<file path="config.mk">
export PLATFORM = sky130hd
export DESIGN_NAME = sdram_cmd_gen
export DESIGN_NICKNAME = d
export VERILOG_FILES = /design/src/rtl/sdram_types.sv /design/src/rtl/sdram_row_tbl.sv /design/src/rtl/sdram_cmd_gen.sv
export SDC_FILE = /design/constraint.sdc
export NUM_CORES = 1
export LEC_CHECK = 0
export BUFFER_PORTS_ARGS = -buffer_cell sky130_fd_sc_hd__clkbuf_2
export CAP_MARGIN = 30
export CELL_PAD_IN_SITES_DETAIL_PLACEMENT = 1
export CELL_PAD_IN_SITES_GLOBAL_PLACEMENT = 1
export CORE_UTILIZATION = 43
export CTS_BUF_LIST = sky130_fd_sc_hd__clkbuf_2
export DETAILED_ROUTE_END_ITERATION = 8
export PLACE_DENSITY = 0.84
export SYNTH_ARGS = -nofsm -noshare
export SYNTH_HDL_FRONTEND = slang
export SYNTH_HIERARCHICAL = 1
export SYNTH_SLANG_ARGS = --single-unit
</file>
<file path="constraint.sdc">
create_clock -name clkSDRAM -period 3.6 [get_ports clkSDRAM]
set_input_delay 0.36 -clock clkSDRAM [delete_from_list [all_inputs] [get_ports clkSDRAM]]
set_output_delay 0.36 -clock clkSDRAM [all_outputs]
set_load 0.02 [all_outputs]
</file>
<file path="src/rtl/sdram_types.sv">
// Shared command encoding, command-FIFO word layout and request address
// field positions for the SDRAM command generator and its helpers.
package sdram_types;

    // Commands understood by the I/O engine.
    typedef enum logic [2:0] {
        NOP   = 3'd0,
        PALL  = 3'd1,
        REF   = 3'd2,
        MRS   = 3'd3,
        ACT   = 3'd4,
        PRE   = 3'd5,
        READ  = 3'd6,
        WRITE = 3'd7
    } cmd_t;

    // Payload: column plus a 16-bit field that carries the row (ACT),
    // the read tag (READ) or the write data (WRITE).
    typedef struct packed {
        logic [8:0]  column;
        logic [15:0] data;
    } cmd_payload_t;

    // One command-FIFO word.
    typedef struct packed {
        cmd_t         cmd;
        logic [1:0]   ba;
        cmd_payload_t d;
    } data_t;

    // Word address layout: {bank, row, column}.
    localparam int BA_W    = 2;
    localparam int ROW_W   = 13;
    localparam int COL_W   = 9;
    localparam int BA_MSB  = 23;
    localparam int BA_LSB  = 22;
    localparam int ROW_MSB = 21;
    localparam int ROW_LSB = 9;
    localparam int COL_MSB = 8;
    localparam int COL_LSB = 0;

    localparam data_t NOP_WORD = '{cmd: NOP, ba: 2'd0, d: '{column: 9'd0, data: 16'd0}};

    // Assemble a FIFO word from its fields.
    function automatic data_t mk_word(input cmd_t cmd, input logic [BA_W-1:0] ba,
                                      input logic [COL_W-1:0] column, input logic [15:0] data);
        data_t w;
        w.cmd      = cmd;
        w.ba       = ba;
        w.d.column = column;
        w.d.data   = data;
        return w;
    endfunction

endpackage

</file>
<file path="src/rtl/sdram_row_tbl.sv">
// Per-bank open-row table: one open flag and one row address per bank.
// Lookup is combinational from the flops; updates take effect next cycle.
module sdram_row_tbl
    import sdram_types::*;
(
    input  logic             clk,
    input  logic             srst,
    input  logic [BA_W-1:0]  lookup_ba,
    input  logic [ROW_W-1:0] lookup_row,
    output logic             lookup_open,
    output logic             lookup_hit,
    input  logic             set_en,
    input  logic [BA_W-1:0]  set_ba,
    input  logic [ROW_W-1:0] set_row,
    input  logic             clr_en,
    input  logic [BA_W-1:0]  clr_ba,
    input  logic             clr_all
);

    localparam int NBANK = 1 << BA_W;

    logic [NBANK-1:0] open_all;
    logic [ROW_W-1:0] row_all [NBANK];

    genvar gi;
    generate
        for (gi = 0; gi < NBANK; gi++) begin : g_bank
            logic             open_q, open_d;
            logic [ROW_W-1:0] row_q, row_d;

            // Next-state of one bank entry; clear-all wins, then activate, then precharge.
            always_comb begin
                open_d = open_q;
                row_d  = row_q;
                if (clr_all) begin
                    open_d = 1'b0;
                end else if (set_en && (set_ba == BA_W'(gi))) begin
                    open_d = 1'b1;
                    row_d  = set_row;
                end else if (clr_en && (clr_ba == BA_W'(gi))) begin
                    open_d = 1'b0;
                end
            end

            // Entry registers.
            always_ff @(posedge clk) begin
                if (srst) begin
                    open_q <= 1'b0;
                    row_q  <= '0;
                end else begin
                    open_q <= open_d;
                    row_q  <= row_d;
                end
            end

            assign open_all[gi] = open_q;
            assign row_all[gi]  = row_q;
        end
    endgenerate

    assign lookup_open = open_all[lookup_ba];
    assign lookup_hit  = lookup_open && (row_all[lookup_ba] == lookup_row);

endmodule

</file>
<file path="src/rtl/sdram_cmd_gen.sv">
// SDRAM command generator: power-up init, periodic auto-refresh and
// open-row tracking, turning single-word client requests into the
// command stream for the I/O engine's command FIFO. Timing is enforced
// downstream; this block only orders commands.
module sdram_cmd_gen
    import sdram_types::*;
#(
    parameter int IN        = 4,
    parameter int NREF_INIT = 8,
    parameter int ADDR_W    = 24
) (
    input  logic              clkSDRAM,
    input  logic              reset,
    input  logic              icnt_ovf,
    input  logic              req,
    input  logic              req_we,
    input  logic [ADDR_W-1:0] req_addr,
    input  logic [15:0]       req_data,
    input  logic [IN-1:0]     req_id,
    output logic              req_ack,
    output logic              init_done,
    input  logic              fifo_full,
    output logic              fifo_wrreq,
    output data_t             fifo_in
);

    localparam logic [3:0] S_INIT_WAIT = 4'd0;
    localparam logic [3:0] S_INIT_PALL = 4'd1;
    localparam logic [3:0] S_INIT_REF  = 4'd2;
    localparam logic [3:0] S_INIT_MRS  = 4'd3;
    localparam logic [3:0] S_IDLE      = 4'd4;
    localparam logic [3:0] S_REF_PALL  = 4'd5;
    localparam logic [3:0] S_REF_REF   = 4'd6;
    localparam logic [3:0] S_ACC_PRE   = 4'd7;
    localparam logic [3:0] S_ACC_ACT   = 4'd8;
    localparam logic [3:0] S_ACC_OP    = 4'd9;

    localparam logic [2:0] LAST_INIT_REF = 3'(NREF_INIT - 1);

    logic [3:0]  state_q, state_d;
    logic        fifo_wrreq_q, fifo_wrreq_d;
    data_t       fifo_in_q, fifo_in_d;
    logic        req_ack_q, req_ack_d;
    logic        init_done_q, init_done_d;
    logic [1:0]  ref_pend_q, ref_pend_d;
    logic [2:0]  ref_cnt_q, ref_cnt_d;

    logic        ref_dec;
    logic        tbl_open, tbl_hit;
    logic        tbl_set, tbl_clr, tbl_clr_all;

    logic [BA_W-1:0]  req_ba;
    logic [ROW_W-1:0] req_row;
    logic [COL_W-1:0] req_col;
    data_t            op_word;

    assign req_ba  = req_addr[BA_MSB:BA_LSB];
    assign req_row = req_addr[ROW_MSB:ROW_LSB];
    assign req_col = req_addr[COL_MSB:COL_LSB];

    // The READ/WRITE word for the current request.
    assign op_word = req_we ? mk_word(WRITE, req_ba, req_col, req_data)
                            : mk_word(READ, req_ba, req_col, 16'(req_id));

    sdram_row_tbl u_row_tbl (
        .clk        (clkSDRAM),
        .srst       (reset),
        .lookup_ba  (req_ba),
        .lookup_row (req_row),
        .lookup_open(tbl_open),
        .lookup_hit (tbl_hit),
        .set_en     (tbl_set),
        .set_ba     (req_ba),
        .set_row    (req_row),
        .clr_en     (tbl_clr),
        .clr_ba     (req_ba),
        .clr_all    (tbl_clr_all)
    );

    // Command sequencing: every emitting state holds while the FIFO is full.
    always_comb begin
        state_d      = state_q;
        fifo_wrreq_d = 1'b0;
        fifo_in_d    = NOP_WORD;
        req_ack_d    = 1'b0;
        init_done_d  = init_done_q;
        ref_cnt_d    = ref_cnt_q;
        ref_dec      = 1'b0;
        tbl_set      = 1'b0;
        tbl_clr      = 1'b0;
        tbl_clr_all  = 1'b0;

        case (state_q)
            S_INIT_WAIT: begin
                if (icnt_ovf) begin
                    state_d = S_INIT_PALL;
                end
            end
            S_INIT_PALL: begin
                if (!fifo_full) begin
                    fifo_wrreq_d = 1'b1;
                    fifo_in_d    = mk_word(PALL, '0, '0, '0);
                    ref_cnt_d    = '0;
                    state_d      = S_INIT_REF;
                end
            end
            S_INIT_REF: begin
                if (!fifo_full) begin
                    fifo_wrreq_d = 1'b1;
                    fifo_in_d    = mk_word(REF, '0, '0, '0);
                    ref_cnt_d    = ref_cnt_q + 3'd1;
                    if (ref_cnt_q == LAST_INIT_REF) begin
                        state_d = S_INIT_MRS;
                    end
                end
            end
            S_INIT_MRS: begin
                if (!fifo_full) begin
                    fifo_wrreq_d = 1'b1;
                    fifo_in_d    = mk_word(MRS, '0, '0, '0);
                    init_done_d  = 1'b1;
                    state_d      = S_IDLE;
                end
            end
            S_IDLE: begin
                // Refresh beats the client; decisions wait while the FIFO is full
                // so that ticks arriving meanwhile are still serviced first.
                if (!fifo_full) begin
                    if (ref_pend_q != 2'd0) begin
                        state_d = S_REF_PALL;
                    end else if (req) begin
                        if (tbl_hit) begin
                            fifo_wrreq_d = 1'b1;
                            fifo_in_d    = op_word;
                            req_ack_d    = 1'b1;
                        end else if (tbl_open) begin
                            state_d = S_ACC_PRE;
                        end else begin
                            state_d = S_ACC_ACT;
                        end
                    end
                end
            end
            S_REF_PALL: begin
                if (!fifo_full) begin
                    fifo_wrreq_d = 1'b1;
                    fifo_in_d    = mk_word(PALL, '0, '0, '0);
                    tbl_clr_all  = 1'b1;
                    state_d      = S_REF_REF;
                end
            end
            S_REF_REF: begin
                if (!fifo_full) begin
                    fifo_wrreq_d = 1'b1;
                    fifo_in_d    = mk_word(REF, '0, '0, '0);
                    ref_dec      = 1'b1;
                    state_d      = S_IDLE;
                end
            end
            S_ACC_PRE: begin
                if (!fifo_full) begin
                    fifo_wrreq_d = 1'b1;
                    fifo_in_d    = mk_word(PRE, req_ba, '0, '0);
                    tbl_clr      = 1'b1;
                    state_d      = S_ACC_ACT;
                end
            end
            S_ACC_ACT: begin
                if (!fifo_full) begin
                    fifo_wrreq_d = 1'b1;
                    fifo_in_d    = mk_word(ACT, req_ba, '0, 16'(req_row));
                    tbl_set      = 1'b1;
                    state_d      = S_ACC_OP;
                end
            end
            S_ACC_OP: begin
                if (!fifo_full) begin
                    fifo_wrreq_d = 1'b1;
                    fifo_in_d    = op_word;
                    req_ack_d    = 1'b1;
                    state_d      = S_IDLE;
                end
            end
            default: begin
                state_d = S_INIT_WAIT;
            end
        endcase
    end

    // Pending-refresh counter: ticks after init add, emitted REFs subtract, saturating at 3.
    always_comb begin
        ref_pend_d = ref_pend_q;
        case ({icnt_ovf && init_done_q, ref_dec})
            2'b10:   if (ref_pend_q != 2'd3) ref_pend_d = ref_pend_q + 2'd1;
            2'b01:   ref_pend_d = ref_pend_q - 2'd1;
            default: ref_pend_d = ref_pend_q;
        endcase
    end

    // State and registered outputs.
    always_ff @(posedge clkSDRAM) begin
        if (reset) begin
            state_q      <= S_INIT_WAIT;
            fifo_wrreq_q <= 1'b0;
            fifo_in_q    <= NOP_WORD;
            req_ack_q    <= 1'b0;
            init_done_q  <= 1'b0;
            ref_pend_q   <= 2'd0;
            ref_cnt_q    <= 3'd0;
        end else begin
            state_q      <= state_d;
            fifo_wrreq_q <= fifo_wrreq_d;
            fifo_in_q    <= fifo_in_d;
            req_ack_q    <= req_ack_d;
            init_done_q  <= init_done_d;
            ref_pend_q   <= ref_pend_d;
            ref_cnt_q    <= ref_cnt_d;
        end
    end

    assign fifo_wrreq = fifo_wrreq_q;
    assign fifo_in    = fifo_in_q;
    assign req_ack    = req_ack_q;
    assign init_done  = init_done_q;

endmodule

</file>
==> reports/metrics.yaml, run 1 <==
hold_depth: 3
crit_chain: "clkbuf_2 > buf_4 > mux4_2 > xnor2_1 > nand3_1 > a2111oi_4 > a41oi_2 > nor2_4 > buf_4 > a32oi_1 > nor2_1"
timing.rr.end: "u_row_tbl/g_bank[2].row_q[3]"
async_flop_share: 0
die_area_um2: 10900
grtUsageMet3: 0.0464
crit_path_end_kind: "flop"
grt_pass1_wl_um: 21600
hold_viol: 0
cts_tree: "done"
synthFlopType: "dfxtp_1"
clock-skew-final_ns: 0.0253
power_density_nw_per_um2: 467
wl_per_cell_um: 17.8
drv_slew: 0
slew_headroom: 0.420
cp-start-kind: "input port"
wirelength_um: 13100
reg2reg_slack_ns: 0.97
fin_ws_ns: 0.923
seq_area_frac_synth: 0.435
finalNetCount: 648
post_cts_buffers: 0
grt_max_degree: 69
netlist_area_um2: 4510
globalplace.congestion: 0.815
fin_crit_sh: 0.744
htreeDepth: 3
cp.depth: 11
crit_family: "buffers and inverters"
path_max_fanout: 21
slowest_delay_ns: 0.51
grt_util_met1: 0.303
crit_path_frequent_cell: "buf_4"
yosysUniqueCellTypes: 62
rows: 37
drt-vias-per-instance: 5.57
clkSinkCount: 98
vias: 4105
drc: 0
cts_inserted_buffers: 9
cts-root-buf: "clkbuf_2"
core_um2: 10200
critPathKind: "input port to flop"
pre_cts_slack_ns: 0.284
io_pins: 83
die_h_um: 104
area_growth_pct: 16.5
max_slew.worst_pin.slew_ns: 0.869
cap_violations: 0
grt_overflow_total: 0
synthCells: 513
num_antenna_cells: 0
leakagePower_nw: 1.93
first_pass_iters: 5
io_buffer_count: 82
layout_common_cells: "nand2_1 (122), dfxtp_1 (98), clkbuf_2 (93), a21oi_1 (59), nor2_1 (31)"
cp.required_ns: 4.14
busiest_layer: "met2"
reg2regPathDepth: 7
grt_pass1_vias: 4370
synthesis.nets: 565
crit_buf_inv: 3
ys_seq_elements: 98
setup_violations: 0
dp.final_hpwl_um: 9330
syn-mean-instance-area_um2: 8.79
fin_setup_tns_ns: 0
grt_antenna_before_repair: 0
final_common_cell: "nand2_1"
rsz0062_at_grt: "false"
layout_min_cycle_time_ns: 2.68
grt_util_all_layers: 0.252
max_freq_mhz: 374
cts_max_path_buffers: 2
startpoint: "req_addr[23]"
path_clk_slew_ns: 0.25
grt_use_met2: 0.440
irDropWorstVdd_uv: 223
drt_iter0_drc: 172
yosys_warnings: 6
initial_core_util: 0.441
synth_edf_count: 0
chipWidth_um: 104
hold_path.class: "input port to flop"
crit_arrival_ns: 3.22
status: "complete, no violations"
crit_slowest_cell: "mux4_2"
crit_end: "fifo_in[8]"
drive_above_1_share: 0.236
clk_latency_ns: 0.59
timing.rr.start: "state_q[0]"
antenna_left: 0
-- how the worst min path moves through the flow --
stage	startpoint	to	slack (ns)
floorplan	u_row_tbl/g_bank[1].row_q[0]	u_row_tbl/g_bank[1].row_q[0]	0.43
global placement	u_row_tbl/g_bank[2].row_q[4]	u_row_tbl/g_bank[2].row_q[4]	0.44
detailed placement	u_row_tbl/g_bank[2].row_q[10]	u_row_tbl/g_bank[2].row_q[10]	0.45
CTS	req_data[10]	fifo_in[10]	0.006
global route	req_data[10]	fifo_in[10]	0.006
finish	req_data[10]	fifo_in[10]	0.02
-- Yosys cell counts, types with 2 or more instances --
master | count | area share
nand3_1 | 5 | 0.0056
mux4_2 | 11 | 0.055
ha_1 | 2 | 0.0056
nand2_1 | 122 | 0.10
and2_1 | 12 | 0.017
nor3_1 | 11 | 0.012
nand2b_1 | 9 | 0.012
or3_1 | 2 | 0.0028
mux2i_1 | 8 | 0.018
a21oi_1 | 59 | 0.066
and3_1 | 3 | 0.0042
clkbuf_1 | 24 | 0.020
mux2_2 | 4 | 0.010
a22oi_1 | 7 | 0.012
o21ai_1 | 2 | 0.0022
xnor2_1 | 15 | 0.029
a311oi_1 | 2 | 0.0039
a32oi_1 | 10 | 0.019
inv_1 | 3 | 0.0025
o31ai_1 | 2 | 0.0033
o21ai_0 | 9 | 0.010
buf_2 | 6 | 0.0067
a21boi_1 | 2 | 0.0033
dfxtp_1 | 98 | 0.44
buf_6 | 7 | 0.017
a211oi_1 | 2 | 0.0033
a31oi_1 | 5 | 0.0069
nor2_1 | 31 | 0.026
nor2b_1 | 2 | 0.0028
nand4_1 | 6 | 0.0083
-- power by group --
group          switching (mW)  internal, mW  total, mW  leakage [nW]
Sequential             0.0609          1.14       1.20         0.791
Combinational           0.443         0.263      0.705          1.07
Clock                   0.378         0.169      0.547        0.0688
Total                   0.882          1.57       2.45          1.93
-- through the flow --
stage | instances | hold slack [ns] | cell area (um^2) | util | power [mW]
global placement | 706 | 0.438 | 4980 | 0.487 | 1.87
CTS | 736 | 0.00642 | 5240 | 0.512 | 2.46
finish | 737 | 0.0250 | 5250 | 0.513 | 2.45
detailed placement | 708 | 0.447 | 5000 | 0.489 | 1.90
floorplan | 513 | 0.433 | 4510 | - | 1.74
global route | 737 | 0.00599 | 5250 | 0.513 | 2.58
-- layout make-up --
type                            count  area [um^2]
Fill cell                        1220         4980
Multi-Input combinational cell    375         2340
Sequential cell                    98         1960
Timing Repair Buffer              109          653
Tap cell                          136          170
Clock inverter                      5         62.6
Clock buffer                       11         55.1
Inverter                            3         11.3
-- cells by family after synthesis --
logic type                 Yosys count  synth area share
AOI/OAI and AO/OA                  114             0.166
xor gates and xnor gates            16            0.0311
adders and majority gates            2           0.00555
buffers and inverters               40            0.0466
DFF                                 98             0.435
muxes                               24            0.0877
and+or+nand+nor                    219             0.228
-- state kept, by name, indices dropped and copies added (netlist names) --
name / cells
ref_pend_q: 2
u_row_tbl/g_bank.row_q: 52
u_row_tbl/g_bank.open_q: 4
init_done: 1
req_ack: 1
fifo_wrreq: 1
fifo_in: 30
ref_cnt_q: 3
state_q: 4
-- repair_timing --
| action | 4_1_cts | 5_1_grt |
|---|---|---|
| hold endpoints to repair | 12 | 1 |
| resized for setup | 0 | 0 |
| hold buffers | 12 | 1 |
-- per-layer routing --
metal	part of all wire	wire length [um]
met2	0.50	6610
met3	0.047	623
met5	0	0
met1	0.43	5610
met4	0.023	304
-- worst reg2reg max path: stages, from the launching register on --
cell,delay [ns]
dfxtp_1,0.95
nand2_1,0.29
nor3b_1,0.29
buf_4,0.21
nor2_1,0.07
nand3_1,0.46
nand2_1,0.14
a21oi_1,0.19
(Power assumes the default switching activity.)
==> inputs of run 2 (changes only) <==
--- a/config.mk
+++ b/config.mk
@@ -5,11 +5,12 @@
 export SDC_FILE = /design/constraint.sdc
 export NUM_CORES = 1
 export LEC_CHECK = 0
+export ABC_AREA = 1
 export BUFFER_PORTS_ARGS = -buffer_cell sky130_fd_sc_hd__clkbuf_2
 export CAP_MARGIN = 30
 export CELL_PAD_IN_SITES_DETAIL_PLACEMENT = 1
 export CELL_PAD_IN_SITES_GLOBAL_PLACEMENT = 1
-export CORE_UTILIZATION = 43
+export CORE_UTILIZATION = 41
 export CTS_BUF_LIST = sky130_fd_sc_hd__clkbuf_2
 export DETAILED_ROUTE_END_ITERATION = 8
 export PLACE_DENSITY = 0.84
==> constraint.sdc (replaced) <==
create_clock -name clkSDRAM -period 2.5 [get_ports clkSDRAM]
set_input_delay 0.25 -clock clkSDRAM [delete_from_list [all_inputs] [get_ports clkSDRAM]]
set_output_delay 0.25 -clock clkSDRAM [all_outputs]
set_load 0.02 [all_outputs]
==> reports/metrics.yaml, run 2 <==
cp.required_ns: 3.07
core_um2: 11400
yosys.area.top_type: "dfxtp_1"
grt_pass1_wl_um: 27800
grt_antenna_before_repair: 0
drv_slew: 0
cap_violations: 0
wl_per_cell_um: 17.2
wirelength_um: 17000
layout_common_cells: "nand2_1 (169), nor2_1 (127), dfxtp_1 (98), clkbuf_2 (91), o21ai_0 (62)"
yosys.area_share.adder: 0.00519
final_common_cell: "nand2_1"
cts_resized: 0
layout_min_cycle_time_ns: 2.23
ys_top_cells_by_count: "nand2_1 (169), nor2_1 (127), dfxtp_1 (98), o21ai_0 (62), inv_1 (58)"
grtUsageMet3: 0.0456
reg2regPathDepth: 16
synth-compound-area-share: 0.128
synth_top_area_share: 0.407
htreeDepth: 3
grt_pass1_vias: 5599
io_pins: 83
antenna_left: 0
yosysUniqueCellTypes: 32
cp-start-kind: "flop"
drive_above_1_share: 0.166
drc: 0
muxShareOfSynthArea: 0
cts_max_path_buffers: 2
placed_area_um2: 5330
area_growth_pct: 21.9
clock-skew-final_ns: 0.0256
cts_inserted_buffers: 9
hold_path.class: "input port to flop"
drt-vias-per-instance: 5.39
status: "complete, no violations"
irDropWorstVdd_uv: 319
crit_end: "fifo_in[2]"
fin_area_um2: 5880
setup_violations: 0
chipWidth_um: 110
clk_latency_ns: 0.63
timing.rr.end: "fifo_in[2]"
power_density_nw_per_um2: 610
path_max_fanout: 6
drt_iter0_drc: 254
grt_util_all_layers: 0.288
seq_area_frac_synth: 0.407
hold_viol: 0
io_buffer_count: 82
utilization: 0.515
first_pass_iters: 4
syn-mean-instance-area_um2: 6.69
final_cells: 988
grt_use_met2: 0.491
slew_headroom: 0.582
num_antenna_cells: 0
pre_cts_slack_ns: 0.0996
grt_max_degree: 54
synthSimpleGateAreaFrac: 0.365
netlist_area_um2: 4820
hold_depth: 4
path_clk_slew_ns: 0.27
fin_ws_ns: 0.267
initial_core_util: 0.422
critPathKind: "flop to flop"
rsz0062_at_grt: "false"
synth_edf_count: 0
fin_crit_sh: 0.893
crit_arrival_ns: 2.80
leakagePower_nw: 2.67
cts_tree: "done"
placed_cells: 928
die_h_um: 110
grt_util_met1: 0.349
synthesis.nets: 773
synth_top_family_by_area: "simple AND/OR/NAND/NOR gates"
synthCells: 721
startpoint: "u_row_tbl/g_bank[0].row_q[11]"
regMostFlops: "u_row_tbl/g_bank.row_q"
reg2reg_slack_ns: 0.27
synthFlopType: "dfxtp_1"
yosysMostFrequentCell: "nand2_1"
finalNetCount: 892
largest_reg_flops: 52
grt_overflow_total: 0
busiest_layer: "met2"
ys_seq_elements: 98
die_area_um2: 12200
timing.rr.start: "u_row_tbl/g_bank[0].row_q[11]"
clkSinkCount: 98
synth_xor_area_frac: 0
yosys_warnings: 6
dp.final_hpwl_um: 11300
fin_setup_tns_ns: 0
globalplace.congestion: 0.859
synth_area_leaders: "dfxtp_1 (41%), nand2_1 (13%), nor2_1 (9.9%), o21ai_0 (6.4%), nand3_1 (5.6%)"
max_slew.worst_pin.slew_ns: 0.626
vias: 5327
cts-root-buf: "clkbuf_2"
rows: 39
max_freq_mhz: 448
async_flop_share: 0
crit_path_end_kind: "flop"
[run 2: changes by cell type in the layout (fill, tap and decap cells not counted), moves of 31 or more]
cell and change:
dlygate4sd3_1 +31, inv_1 +55, nand2_1 +47, nand3_1 +49, nor2_1 +96, o21ai_0 +53
[run 2: layout make-up]
cell class / count / area (um^2)
clock inverters: 7 / 60.1
clock buffers: 9 / 45.0
well taps: 143 / 179
flip-flops and latches: 98 / 1960
multi-input cells: 523 / 2400
fillers: 1553 / 5540
inverters: 67 / 251
repair buffers: 141 / 976
[run 2: worst min path at each step]
| stage | slack (ns) | startpoint | endpoint |
|---|---|---|---|
| 4_1_cts | 0.02 | fifo_full | u_row_tbl/g_bank[3].open_q |
| 3_5_place_dp | 0.44 | u_row_tbl/g_bank[0].row_q[5] | u_row_tbl/g_bank[0].row_q[5] |
| 6_report | 0.05 | fifo_full | u_row_tbl/g_bank[3].open_q |
| 5_1_grt | 0.05 | req_addr[23] | fifo_in[26] |
| 2_1_floorplan | 0.35 | req_addr[23] | fifo_in[26] |
| 3_3_place_gp | 0.43 | u_row_tbl/g_bank[0].row_q[7] | u_row_tbl/g_bank[0].row_q[7] |
[run 2: stage by stage]
stage	hold slack, ns	power [mW]
4_1_cts	0.0154	3.56
5_1_grt	0.0503	3.75
6_report	0.0466	3.58
3_3_place_gp	0.433	2.68
3_5_place_dp	0.445	2.72
2_1_floorplan	0.348	2.42
[run 2: routing by layer]
metal	wire length, um	share of wire	vias to the layer above
li1	-	-	2569
met1	7390	0.43	2552
met2	8330	0.49	158
met3	696	0.041	48
met4	585	0.034	0
met5	0	0	-
[run 2: worst max-delay path, cell delays in order, from the launching register on]
cell and delay, ns:
dfxtp_1 0.42, nand2_1 0.07, nand3_1 0.08, nand2_1 0.07, nand2_1 0.06, o21ai_0 0.10
nor2_1 0.12, nand3_1 0.09, nor2_1 0.19, nand2_1 0.13, nor2_4 0.14, nand2_2 0.06
nand2_2 0.11, nand2_1 0.11, inv_2 0.15, nand2_1 0.09, a21oi_1 0.21
[run 2: kinds of logic (layout without fill, tap and decap cells)]
family | count (synthesis) | after routing
AOI/OAI and AO/OA | 118 | 118
adders and majority gates | 2 | 2
buffers and inverters | 100 | 224
DFF | 98 | 98
and+or+nand+nor | 403 | 403
[run 2: timing repair]
action / in CTS / in global routing
setup buffers: 0 / 0
hold buffers: 44 / 0
hold endpoints to repair: 62 / 0
[run 2: power breakdown]
group | total (mW) | internal, mW | switching [mW]
Combinational | 1.06 | 0.337 | 0.722
Clock | 0.793 | 0.219 | 0.574
Sequential | 1.73 | 1.65 | 0.0782
